`src/rtl/ldtu_pkg.sv`:
```
// ----------------------------------------------------------------------------
// ldtu_pkg
// Shared definitions for the LiTe-DTU gain-selection FIFO slice: default
// widths, GAIN_SEL_MODE encodings and the gain-bit values placed in bit NBITS
// of the word sent to the encoder.
// ----------------------------------------------------------------------------
package ldtu_pkg;

    localparam int NBITS_DEF     = 12;
    localparam int DEPTH_DEF     = 16;
    localparam int PTR_W_DEF     = 4;
    localparam int WIN_W_DEF     = 6;
    localparam int BASE_BITS_DEF = 6;
    localparam int CNT_W_DEF     = 16;

    typedef enum logic [1:0] {
        MODE_AUTO      = 2'b00,
        MODE_AUTO2X    = 2'b01,
        MODE_FORCE_G10 = 2'b10,
        MODE_FORCE_G1  = 2'b11
    } gain_mode_e;

    localparam logic GAIN_X1  = 1'b1;
    localparam logic GAIN_X10 = 1'b0;

    function automatic logic is_auto_mode(input gain_mode_e m);
        return (m == MODE_AUTO) || (m == MODE_AUTO2X);
    endfunction

endpackage

```
`src/rtl/ldtu_dual_ring.sv`:
```
// ----------------------------------------------------------------------------
// ldtu_dual_ring
// Twin DEPTH x NBITS ring buffers (gain x1 and gain x10) sharing one write
// pointer and one read address.
//
// Ports:
//   CLK_     in   clock
//   reset_   in   synchronous active-low reset, clears both rings
//   we       in   write both rings at wr_ptr
//   wr_ptr   in   shared write address
//   wr_g01   in   gain x1 write data
//   wr_g10   in   gain x10 write data (already shifted)
//   rd_ptr   in   shared read address
//   rd_g01   out  gain x1 read data
//   rd_g10   out  gain x10 read data
// ----------------------------------------------------------------------------
module ldtu_dual_ring
    import ldtu_pkg::*;
#(
    parameter int NBITS = NBITS_DEF,
    parameter int DEPTH = DEPTH_DEF,
    parameter int PTR_W = PTR_W_DEF
) (
    input  logic             CLK_,
    input  logic             reset_,
    input  logic             we,
    input  logic [PTR_W-1:0] wr_ptr,
    input  logic [NBITS-1:0] wr_g01,
    input  logic [NBITS-1:0] wr_g10,
    input  logic [PTR_W-1:0] rd_ptr,
    output logic [NBITS-1:0] rd_g01,
    output logic [NBITS-1:0] rd_g10
);

    logic [NBITS-1:0] mem_g01 [DEPTH];
    logic [NBITS-1:0] mem_g10 [DEPTH];
    logic             bypass;

    always_ff @(posedge CLK_) begin
        if (!reset_) begin
            for (int i = 0; i < DEPTH; i++) begin
                mem_g01[i] <= '0;
                mem_g10[i] <= '0;
            end
        end else if (we) begin
            mem_g01[wr_ptr] <= wr_g01;
            mem_g10[wr_ptr] <= wr_g10;
        end
    end

    // Reading the slot being written (lookahead of zero) returns the incoming
    // sample so the zero-lookahead case is a one-cycle pass-through.
    assign bypass = we && (rd_ptr == wr_ptr);
    assign rd_g01 = bypass ? wr_g01 : mem_g01[rd_ptr];
    assign rd_g10 = bypass ? wr_g10 : mem_g10[rd_ptr];

endmodule

```
`src/rtl/ldtu_gain_sel_fifo.sv`:
```
// ----------------------------------------------------------------------------
// ldtu_gain_sel_fifo
// Input FIFO and gain-selection stage. Both gains are buffered; each incoming
// gain x10 sample is the look-ahead reference that decides whether the sample
// L positions older is emitted from gain x1 (saturation hold window) or x10.
//
// Ports:
//   CLK_              in   clock
//   reset_            in   synchronous active-low reset
//   in_valid          in   sample strobe
//   DATA_gain_01      in   gain x1 sample
//   DATA_gain_10      in   gain x10 sample
//   GAIN_SEL_MODE     in   00 auto, 01 auto 2x window, 10 force x10, 11 force x1
//   window_len        in   hold window in samples (0 behaves as 1)
//   lookahead         in   reference distance L; a change flushes the stream
//   SATURATION_value  in   saturation threshold before shift
//   shift_gain_10     in   right shift applied to x10 data and threshold
//   clr_cnt           in   clears sat_count
//   DATA_to_enc       out  {gain bit (1 = x1), sample}
//   out_valid         out  DATA_to_enc valid
//   baseline_flag     out  emitted sample is baseline
//   gain_switch       out  pulse on gain change between consecutive outputs
//   sat_count         out  saturating count of saturated references
// ----------------------------------------------------------------------------
module ldtu_gain_sel_fifo
    import ldtu_pkg::*;
#(
    parameter int NBITS     = NBITS_DEF,
    parameter int DEPTH     = DEPTH_DEF,
    parameter int PTR_W     = PTR_W_DEF,
    parameter int WIN_W     = WIN_W_DEF,
    parameter int BASE_BITS = BASE_BITS_DEF,
    parameter int CNT_W     = CNT_W_DEF
) (
    input  logic             CLK_,
    input  logic             reset_,
    input  logic             in_valid,
    input  logic [NBITS-1:0] DATA_gain_01,
    input  logic [NBITS-1:0] DATA_gain_10,
    input  logic [1:0]       GAIN_SEL_MODE,
    input  logic [WIN_W-1:0] window_len,
    input  logic [PTR_W-1:0] lookahead,
    input  logic [NBITS-1:0] SATURATION_value,
    input  logic [1:0]       shift_gain_10,
    input  logic             clr_cnt,
    output logic [NBITS:0]   DATA_to_enc,
    output logic             out_valid,
    output logic             baseline_flag,
    output logic             gain_switch,
    output logic [CNT_W-1:0] sat_count
);

    localparam logic [PTR_W:0]   FILL_ONE = (PTR_W+1)'(1);
    localparam logic [PTR_W-1:0] PTR_ONE  = PTR_W'(1);
    localparam logic [WIN_W:0]   WIN_ONE  = (WIN_W+1)'(1);
    localparam logic [CNT_W-1:0] CNT_ONE  = CNT_W'(1);

    gain_mode_e       mode;
    logic             auto_mode;
    logic             flush;
    logic             accept;
    logic             rd_en;
    logic             ref_sat;
    logic             use_x1;
    logic             sat_event;
    logic             base_new;
    logic             have_prev;
    logic             last_gain;

    logic [PTR_W-1:0] wr_ptr;
    logic [PTR_W-1:0] rd_ptr;
    logic [PTR_W-1:0] lookahead_q;
    logic [PTR_W:0]   fill;
    logic [PTR_W:0]   fill_full;
    logic [PTR_W:0]   fill_inc;
    logic [WIN_W:0]   hold_cnt;
    logic [WIN_W:0]   hold_next;
    logic [WIN_W:0]   win_raw;
    logic [WIN_W:0]   win_eff;
    logic [NBITS-1:0] sat_val;
    logic [NBITS-1:0] g10_shift;
    logic [NBITS-1:0] thr_shift;
    logic [NBITS-1:0] rd_g01;
    logic [NBITS-1:0] rd_g10;
    logic [NBITS:0]   out_word;

    ldtu_dual_ring #(
        .NBITS (NBITS),
        .DEPTH (DEPTH),
        .PTR_W (PTR_W)
    ) u_ring (
        .CLK_   (CLK_),
        .reset_ (reset_),
        .we     (accept),
        .wr_ptr (wr_ptr),
        .wr_g01 (DATA_gain_01),
        .wr_g10 (g10_shift),
        .rd_ptr (rd_ptr),
        .rd_g01 (rd_g01),
        .rd_g10 (rd_g10)
    );

    // Stream control and gain decision.
    always_comb begin
        mode      = gain_mode_e'(GAIN_SEL_MODE);
        auto_mode = is_auto_mode(mode);
        // A lookahead change discards any sample offered in the same cycle;
        // the stream restarts from the next accepted sample.
        flush     = (lookahead != lookahead_q);
        accept    = in_valid && !flush;
        g10_shift = DATA_gain_10 >> shift_gain_10;
        thr_shift = SATURATION_value >> shift_gain_10;
        // fill_inc already includes the sample being written this cycle.
        fill_full = {1'b0, lookahead_q} + FILL_ONE;
        fill_inc  = (fill >= fill_full) ? fill_full : fill + FILL_ONE;
        rd_en     = accept && (fill_inc == fill_full);
        rd_ptr    = wr_ptr - lookahead_q;

        win_raw = (mode == MODE_AUTO2X) ? {window_len, 1'b0} : {1'b0, window_len};
        win_eff = (win_raw == '0) ? WIN_ONE : win_raw;

        ref_sat   = 1'b0;
        use_x1    = 1'b0;
        hold_next = hold_cnt;
        case (mode)
            MODE_AUTO, MODE_AUTO2X: begin
                ref_sat = (g10_shift >= sat_val);
                if (ref_sat) begin
                    hold_next = win_eff - WIN_ONE;
                    use_x1    = 1'b1;
                end else if (hold_cnt != '0) begin
                    hold_next = hold_cnt - WIN_ONE;
                    use_x1    = 1'b1;
                end
            end
            MODE_FORCE_G10: begin
                hold_next = '0;
            end
            default: begin
                ref_sat   = 1'b1;
                use_x1    = 1'b1;
                hold_next = '0;
            end
        endcase

        sat_event = accept && auto_mode && ref_sat;
    end

    // Output word formation, kept apart from the address logic feeding the ring.
    always_comb begin
        out_word = use_x1 ? {GAIN_X1, rd_g01} : {GAIN_X10, rd_g10};
        // Auto modes count the gain bit as part of the baseline test, so any
        // x1 sample there is never baseline.
        if (auto_mode) begin
            base_new = (out_word[NBITS:BASE_BITS] == '0);
        end else begin
            base_new = (out_word[NBITS-1:BASE_BITS] == '0);
        end
    end

    always_ff @(posedge CLK_) begin
        if (!reset_) begin
            wr_ptr        <= '0;
            fill          <= '0;
            hold_cnt      <= '0;
            sat_count     <= '0;
            sat_val       <= '1;
            lookahead_q   <= lookahead;
            DATA_to_enc   <= '0;
            out_valid     <= 1'b0;
            gain_switch   <= 1'b0;
            baseline_flag <= 1'b1;
            have_prev     <= 1'b0;
            last_gain     <= GAIN_X10;
        end else begin
            sat_val     <= thr_shift;
            lookahead_q <= lookahead;
            out_valid   <= rd_en;
            gain_switch <= rd_en && have_prev && (out_word[NBITS] != last_gain);

            if (flush) begin
                fill      <= '0;
                hold_cnt  <= '0;
                have_prev <= 1'b0;
            end else if (accept) begin
                wr_ptr   <= wr_ptr + PTR_ONE;
                fill     <= fill_inc;
                hold_cnt <= hold_next;
            end

            if (rd_en) begin
                DATA_to_enc   <= out_word;
                baseline_flag <= base_new;
                last_gain     <= out_word[NBITS];
                have_prev     <= 1'b1;
            end

            if (clr_cnt) begin
                sat_count <= sat_event ? CNT_ONE : '0;
            end else if (sat_event && (sat_count != '1)) begin
                sat_count <= sat_count + CNT_ONE;
            end
        end
    end

endmodule
```
`config.mk`:
```
export PLATFORM = sky130hd
export DESIGN_NAME = ldtu_gain_sel_fifo
export DESIGN_NICKNAME = d
export VERILOG_FILES = /design/src/rtl/ldtu_pkg.sv /design/src/rtl/ldtu_dual_ring.sv /design/src/rtl/ldtu_gain_sel_fifo.sv
export SDC_FILE = /design/constraint.sdc
export NUM_CORES = 1
export LEC_CHECK = 0
export BUFFER_PORTS_ARGS = -buffer_cell sky130_fd_sc_hd__buf_2
export CORE_UTILIZATION = 55
export CTS_BUF_LIST = sky130_fd_sc_hd__clkbuf_8
export CTS_CLUSTER_DIAMETER = 200
export DETAILED_ROUTE_END_ITERATION = 10
export PLACE_DENSITY = 0.72
export SLEW_MARGIN = 40
export SYNTH_ARGS = -nofsm -noshare
export SYNTH_HDL_FRONTEND = slang
export SYNTH_SLANG_ARGS = --single-unit
```
`constraint.sdc`:
```
create_clock -name CLK_ -period 6.65 [get_ports CLK_]
set_clock_uncertainty 0.05 [all_clocks]
set_input_delay 0.3325 -clock CLK_ [delete_from_list [all_inputs] [get_ports CLK_]]
set_output_delay 0.3325 -clock CLK_ [all_outputs]
set_load 0.02 [all_outputs]
```
==> metrics.yaml, run 1 <==
run_status:
  outcome: "completed"
cts:
  numCtsBuffers: 73
  post-cts-setup-buffers: 0
  insertion_delay_ps: 620
  cts_buffer_depth: 3
  path_clk_slew_ps: 60
  htree_levels: 3
  cts.sinks: 449
  root_buffer: "clkbuf_8"
  cts_tree: "done"
logic_synthesis:
  synth_area_mm2: 0.0213
  ys_seq_area_frac: 0.601
  dominantRegCellSynth: "edfxtp_1"
  synthArstFlopShare: 0
  ys_types: 62
  synthCells: 1677
  syn_area_per_cell_um2: 12.7
  synth_nets: 1761
  ys_warn_count: 0
  synth_edf_count: 384
  synth-seq-cells: 449
grt:
  grtUsageTotal: 0.282
  grt_max_degree: 50
  grt_pass1_vias: 13671
  antenna_found_initial: 1
  overflow: 0
  grt_pass1_wl_um: 81400
power_and_ir_drop:
  power_mw: 6.02
  pwr-share-comb: 0.118
  p_leak_nw: 9.17
  p_sw_mw: 1.55
  peakVddDrop_mv: 0.131
  switching_share: 0.258
  seq_power_share: 0.525
  powerDensity_mw_per_mm2: 254
  power.internal_mw: 4.47
  clkPwrFrac: 0.357
floorplanning:
  core_mm2: 0.0379
  initial_core_util: 0.563
  die_w_um: 199
  io_pins: 86
  row_count: 71
  die-area_mm2: 0.0396
  fp.dieH_um: 199
worst_setup_path:
  start_kind: "flop"
  path_max_fanout: 31
  critical_path_class: "flop to flop"
  critPathMaxStageDelay_ps: 980
  path_buf_inv: 2
  critical-path-top-delay-family: "adder cells"
  cpMaxStageDelayCell: "fa_4"
  required_ps: 7140
  worst-endpoint-arrival_ps: 4840
  critical_path.cell_chain: "ha_4 -> inv_1 -> fa_4 -> buf_4 -> mux4_2 -> mux2i_1 -> nand2_1 -> a311oi_1 -> a31oi_1 -> or4_1 -> o31ai_2"
  end_kind: "flop"
routing:
  vias_per_cell: 6.10
  ant_nets: 0
  drc: 0
  routed_wl_um: 54700
  drt-initial-drc-count: 1550
  wl_per_cell_um: 23.5
  via_count: 14214
  dr.pass1.iters: 8
final_layout:
  num-nets-final: 1845
  drive_gt1_frac: 0.200
  final-instance-count-excl-fill: 2330
  syn_to_final_growth_pct: 11.1
  n_antenna_cell: 0
worst_hold_path:
  hp-class: "primary input to flop"
sta:
  hold_viol: 0
  fin_tns_setup_ps: 0
  slew_viol_final: 0
  fin_crit_sh: 0.653
  min_period_ps: 4350
  fmax_ghz: 0.230
  setup_viol: 0
  holdWs_ps: 70.7
  rsz0062_at_grt: "false"
  slew_headroom: 0.422
  tightestPinTransition_ps: 865
run:
  maxCapViolCount: 0
place:
  dp_hpwl_um: 34600
  dp.cells: 2189
  io_buffer_count: 85
  gp_congestion: 0.877
kinds of logic (layout without fill, tap and decap cells):
logic type               after synthesis  after routing  synth area share
buffers and inverters                169            311            0.0320
AND/OR/NAND/NOR                      712            712             0.159
flip-flops                           449            449             0.601
multiplexers                         148            148             0.131
AO/OA/AOI/OAI                        132            132            0.0423
adder cells (fa/ha/maj)               30             30            0.0179
XOR/XNOR                              37             37            0.0162
stage by stage:
stage	util	setup WS (ps)	area, µm²
global placement	0.587	1630	22300
global route	0.625	2180	23700
CTS	0.625	2320	23700
finish	0.625	2300	23700
floorplan	-	2350	21300
detailed placement	0.589	1830	22300
what timing repair did:
item                       CTS  global route
resized for setup            0             0
hold endpoints to repair     8             0
setup endpoints to repair    0             0
hold buffers                 7             0
registers in the layout (all words and copies together) (netlist names):
register / count
have_prev: 1
sat_count: 16
DATA_to_enc: 13
hold_cnt: 7
sat_val: 12
fill: 5
out_valid: 1
baseline_flag: 1
wr_ptr: 4
lookahead_q: 4
gain_switch: 1
u_ring.mem_g01: 192
u_ring.mem_g10: 192
cell usage after synthesis (all sizes together) (14+ instances only):
cell type,n,area share
xor2,19,0.0082
nand2,150,0.027
dfxtp,65,0.061
mux4,104,0.11
xnor2,17,0.0070
mux2i,35,0.016
clkbuf,96,0.017
a31oi,14,0.0041
a21oi,29,0.0068
edfxtp,384,0.54
nand3,45,0.011
buf,28,0.0072
inv,45,0.0079
and2,205,0.060
o21ai,23,0.0054
ha,29,0.017
nor2,265,0.047
a211oi,25,0.0090
cell type report:
class | count | area [µm²]
sequential | 449 | 12800
fill | 2864 | 14200
timing repair buffer | 133 | 841
clock inverter | 57 | 244
inverter | 45 | 169
clock buffer | 76 | 1050
multi-input combinational | 1059 | 7940
tap | 511 | 639
power groups by stage:
stage          sequential, mW  clock (mW)  combinational (mW)
6_report                 3.16        2.15               0.713
5_1_grt                  3.17        2.29               0.753
3_5_place_dp             3.22           0               0.700
3_3_place_gp             3.22           0               0.689
2_1_floorplan            3.21           0               0.463
4_1_cts                  3.16        2.17               0.705
final timing paths:
check / startpoint / cells past startpoint / slack (ps) / end
hold / removal: SATURATION_value[0] / 3 / 70 / sat_val[0]
hold reg to reg: have_prev / 1 / 420 / have_prev
setup / recovery: lookahead_q[0] / 11 / 2300 / baseline_flag
setup reg to reg: lookahead_q[0] / 11 / 2300 / baseline_flag
layout by cell type (no fill, tap or decap), drive strengths merged, types with 4 or more instances in the layout:
master and count:
a211oi 25, a21oi 29, a22oi 4, a311o 7, a31oi 14, and2 205, buf 126, clkbuf 76
clkinv 20, dfxtp 65, dlygate4sd3 7, edfxtp 384, ha 29, inv 79, mux2 9, mux2i 35
mux4 104, nand2 150, nand2b 12, nand3 45, nand4 5, nor2 265, nor3 4, o211ai 12
o21ai 23, or3 9, xnor2 17, xor2 19
per-layer routing:
| layer | GRT usage | part of all wire | up-vias |
|---|---|---|---|
| li1 | - | - | 6203 |
| met1 | 0.379 | 0.39 | 7114 |
| met2 | 0.448 | 0.47 | 781 |
| met3 | 0.0575 | 0.10 | 114 |
| met4 | 0.117 | 0.032 | 2 |
| met5 | 0 | 0.00024 | - |
worst reg2reg max path, delay by kind of cell, from the launching register on:
family	cells	cell delay (ps)
fa+ha+maj	2	1180
compound gates	3	560
mux	2	790
buf+inv	2	580
simple gates	2	570
flops	1	560
No activity file was read; power rests on OpenSTA's default activity.
==> inputs of run 2 (changes only) <==
==> constraint.sdc (replaced) <==
create_clock -name CLK_ -period 4.35 [get_ports CLK_]
set_clock_uncertainty 0.05 [all_clocks]
set_input_delay 0.2175 -clock CLK_ [delete_from_list [all_inputs] [get_ports CLK_]]
set_output_delay 0.2175 -clock CLK_ [all_outputs]
set_load 0.02 [all_outputs]
==> run 2 against run 1 <==
Effect of this change:
- clock power is 64% higher
- cell count is 1.4% higher
- worst setup slack worse by 1900 ps
- global-route usage is 0.075 points higher
- sequential share of layout area is 1.0 points lower
- critical path type unchanged
- critical endpoint unchanged
==> metrics.yaml, run 2 (synthesized netlist as in run 1, its figures left out) <==
place:
  dp.cells: 2216
  gp_congestion: 0.907
  placed_area_mm2: 0.0226
  dp_hpwl_um: 34700
  io_buffer_count: 85
  dp_worst_setup_slack_ps: 332
grt:
  overflow: 0
  grt_max_degree: 48
  grtUsageTotal: 0.282
  grt_pass1_wl_um: 81600
  grt_pass1_vias: 13669
  antenna_found_initial: 1
final_layout:
  n_antenna_cell: 0
  num-nets-final: 1884
  final-instance-count-excl-fill: 2363
  largest_registers: "u_ring.mem_g01: 192 flops, u_ring.mem_g10: 192 flops, sat_count: 16 flops"
  syn_to_final_growth_pct: 13.3
  drive_gt1_frac: 0.212
  nFillCells: 2818
  multi_input_area_mm2: 0.00793
  final_area_mm2: 0.0242
  layout_commonest_cell: "edfxtp_1"
  final_cell_mix: "edfxtp_1 (384), nor2_1 (250), and2_1 (205)"
  seq_area_mm2: 0.0128
power_and_ir_drop:
  powerDensity_mw_per_mm2: 393
  power_mw: 9.49
  p_leak_nw: 9.39
  peakVddDrop_mv: 0.210
sta:
  min_period_ps: 3970
  rsz0062_at_grt: "false"
  setup_viol: 0
  hold_viol: 0
  slew_headroom: 0.480
  slew_viol_final: 0
  tightestPinTransition_ps: 778
  fin_crit_sh: 0.912
  fmax_ghz: 0.252
  fin_tns_setup_ps: 0
  layout_setup_ws_ps: 384
routing:
  drt-initial-drc-count: 1584
  dr.pass1.iters: 5
  drc: 0
  routed_wl_um: 54700
  ant_nets: 0
  via_count: 14197
  vias_per_cell: 6.01
  wl_per_cell_um: 23.1
run:
  maxCapViolCount: 0
floorplanning:
  fp.dieH_um: 199
  core_mm2: 0.0379
  io_pins: 86
  initial_core_util: 0.563
  die-area_mm2: 0.0396
  die_w_um: 199
  row_count: 71
worst_setup_path:
  cp_common_cell: "a211oi_1"
  critical-path-top-delay-family: "compound AO/OA/AOI/OAI gates"
  path_buf_inv: 2
  required_ps: 4840
  start_kind: "flop"
  critical_path.cell_chain: "ha_4 -> inv_1 -> fa_4 -> buf_4 -> mux4_2 -> and2_1 -> a211oi_1 -> a211oi_1 -> a211oi_1 -> a31oi_1 -> o21bai_1 -> o31ai_2"
  cpMaxStageDelayCell: "fa_4"
  critPathMaxStageDelay_ps: 900
  critical_path_class: "flop to flop"
  worst-endpoint-arrival_ps: 4460
  end_kind: "flop"
  path_max_fanout: 9
run_status:
  outcome: "completed"
cts:
  root_buffer: "clkbuf_8"
  path_clk_slew_ps: 70
  cts_buffer_depth: 3
  htree_levels: 3
  numCtsBuffers: 74
  cts_tree: "done"
  cts.sinks: 449
  insertion_delay_ps: 620
worst_hold_path:
  hp-class: "primary input to flop"
run 2: final timing paths:
check | startpoint | end | slack [ps] | cells past startpoint
setup reg to reg | lookahead_q[0] | baseline_flag | 380 | 12
setup / recovery | lookahead_q[0] | baseline_flag | 380 | 12
hold / removal | SATURATION_value[9] | sat_val[7] | 30 | 3
hold reg to reg | have_prev | have_prev | 400 | 1
run 2: routing by layer:
metal	wire, µm	share of wire	track usage	up-vias
met5	0	0	0	-
met4	1670	0.031	0.113	0
met3	5150	0.094	0.0505	118
met2	26000	0.48	0.448	748
met1	21800	0.40	0.388	7055
li1	-	-	-	6276
run 2: where the power goes:
group          internal (mW)  leakage (nW)  switching, mW
logic                  0.444          4.09          0.684
registers               4.79          4.49         0.0425
clock network           1.90         0.807           1.63
total                   7.13          9.39           2.36
run 2: worst register-to-register path, cell delays in order (launching register included):
cell and delay [ps]:
dfxtp_1 530, ha_4 190, inv_1 50, fa_4 900, buf_4 230, mux4_2 330
and2_1 170, a211oi_1 320, a211oi_1 100, a211oi_1 500, a31oi_1 100, o21bai_1 210
o31ai_2 210
run 2: timing repair:
item	4_1_cts	5_1_grt
endpoints found under the setup margin	0	0
endpoints found under the hold margin	15	0
resized for setup	0	0
setup buffers	0	0
hold buffers	19	0
run 2: layout make-up:
type,count,area share
clock buffer,82,0.0467
clock inverter,46,0.0109
inverter,45,0.00699
multi-input combinational,1059,0.328
sequential,449,0.531
tap,511,0.0265
timing repair buffer,171,0.0499
run 2: through the flow:
stage | utilization | hold WS [ps]
final | 0.637 | 32.6
after global routing | 0.637 | 16.5
after CTS | 0.637 | 3.43
after detailed placement | 0.595 | 295
after global placement | 0.594 | 295
after floorplan | - | 195
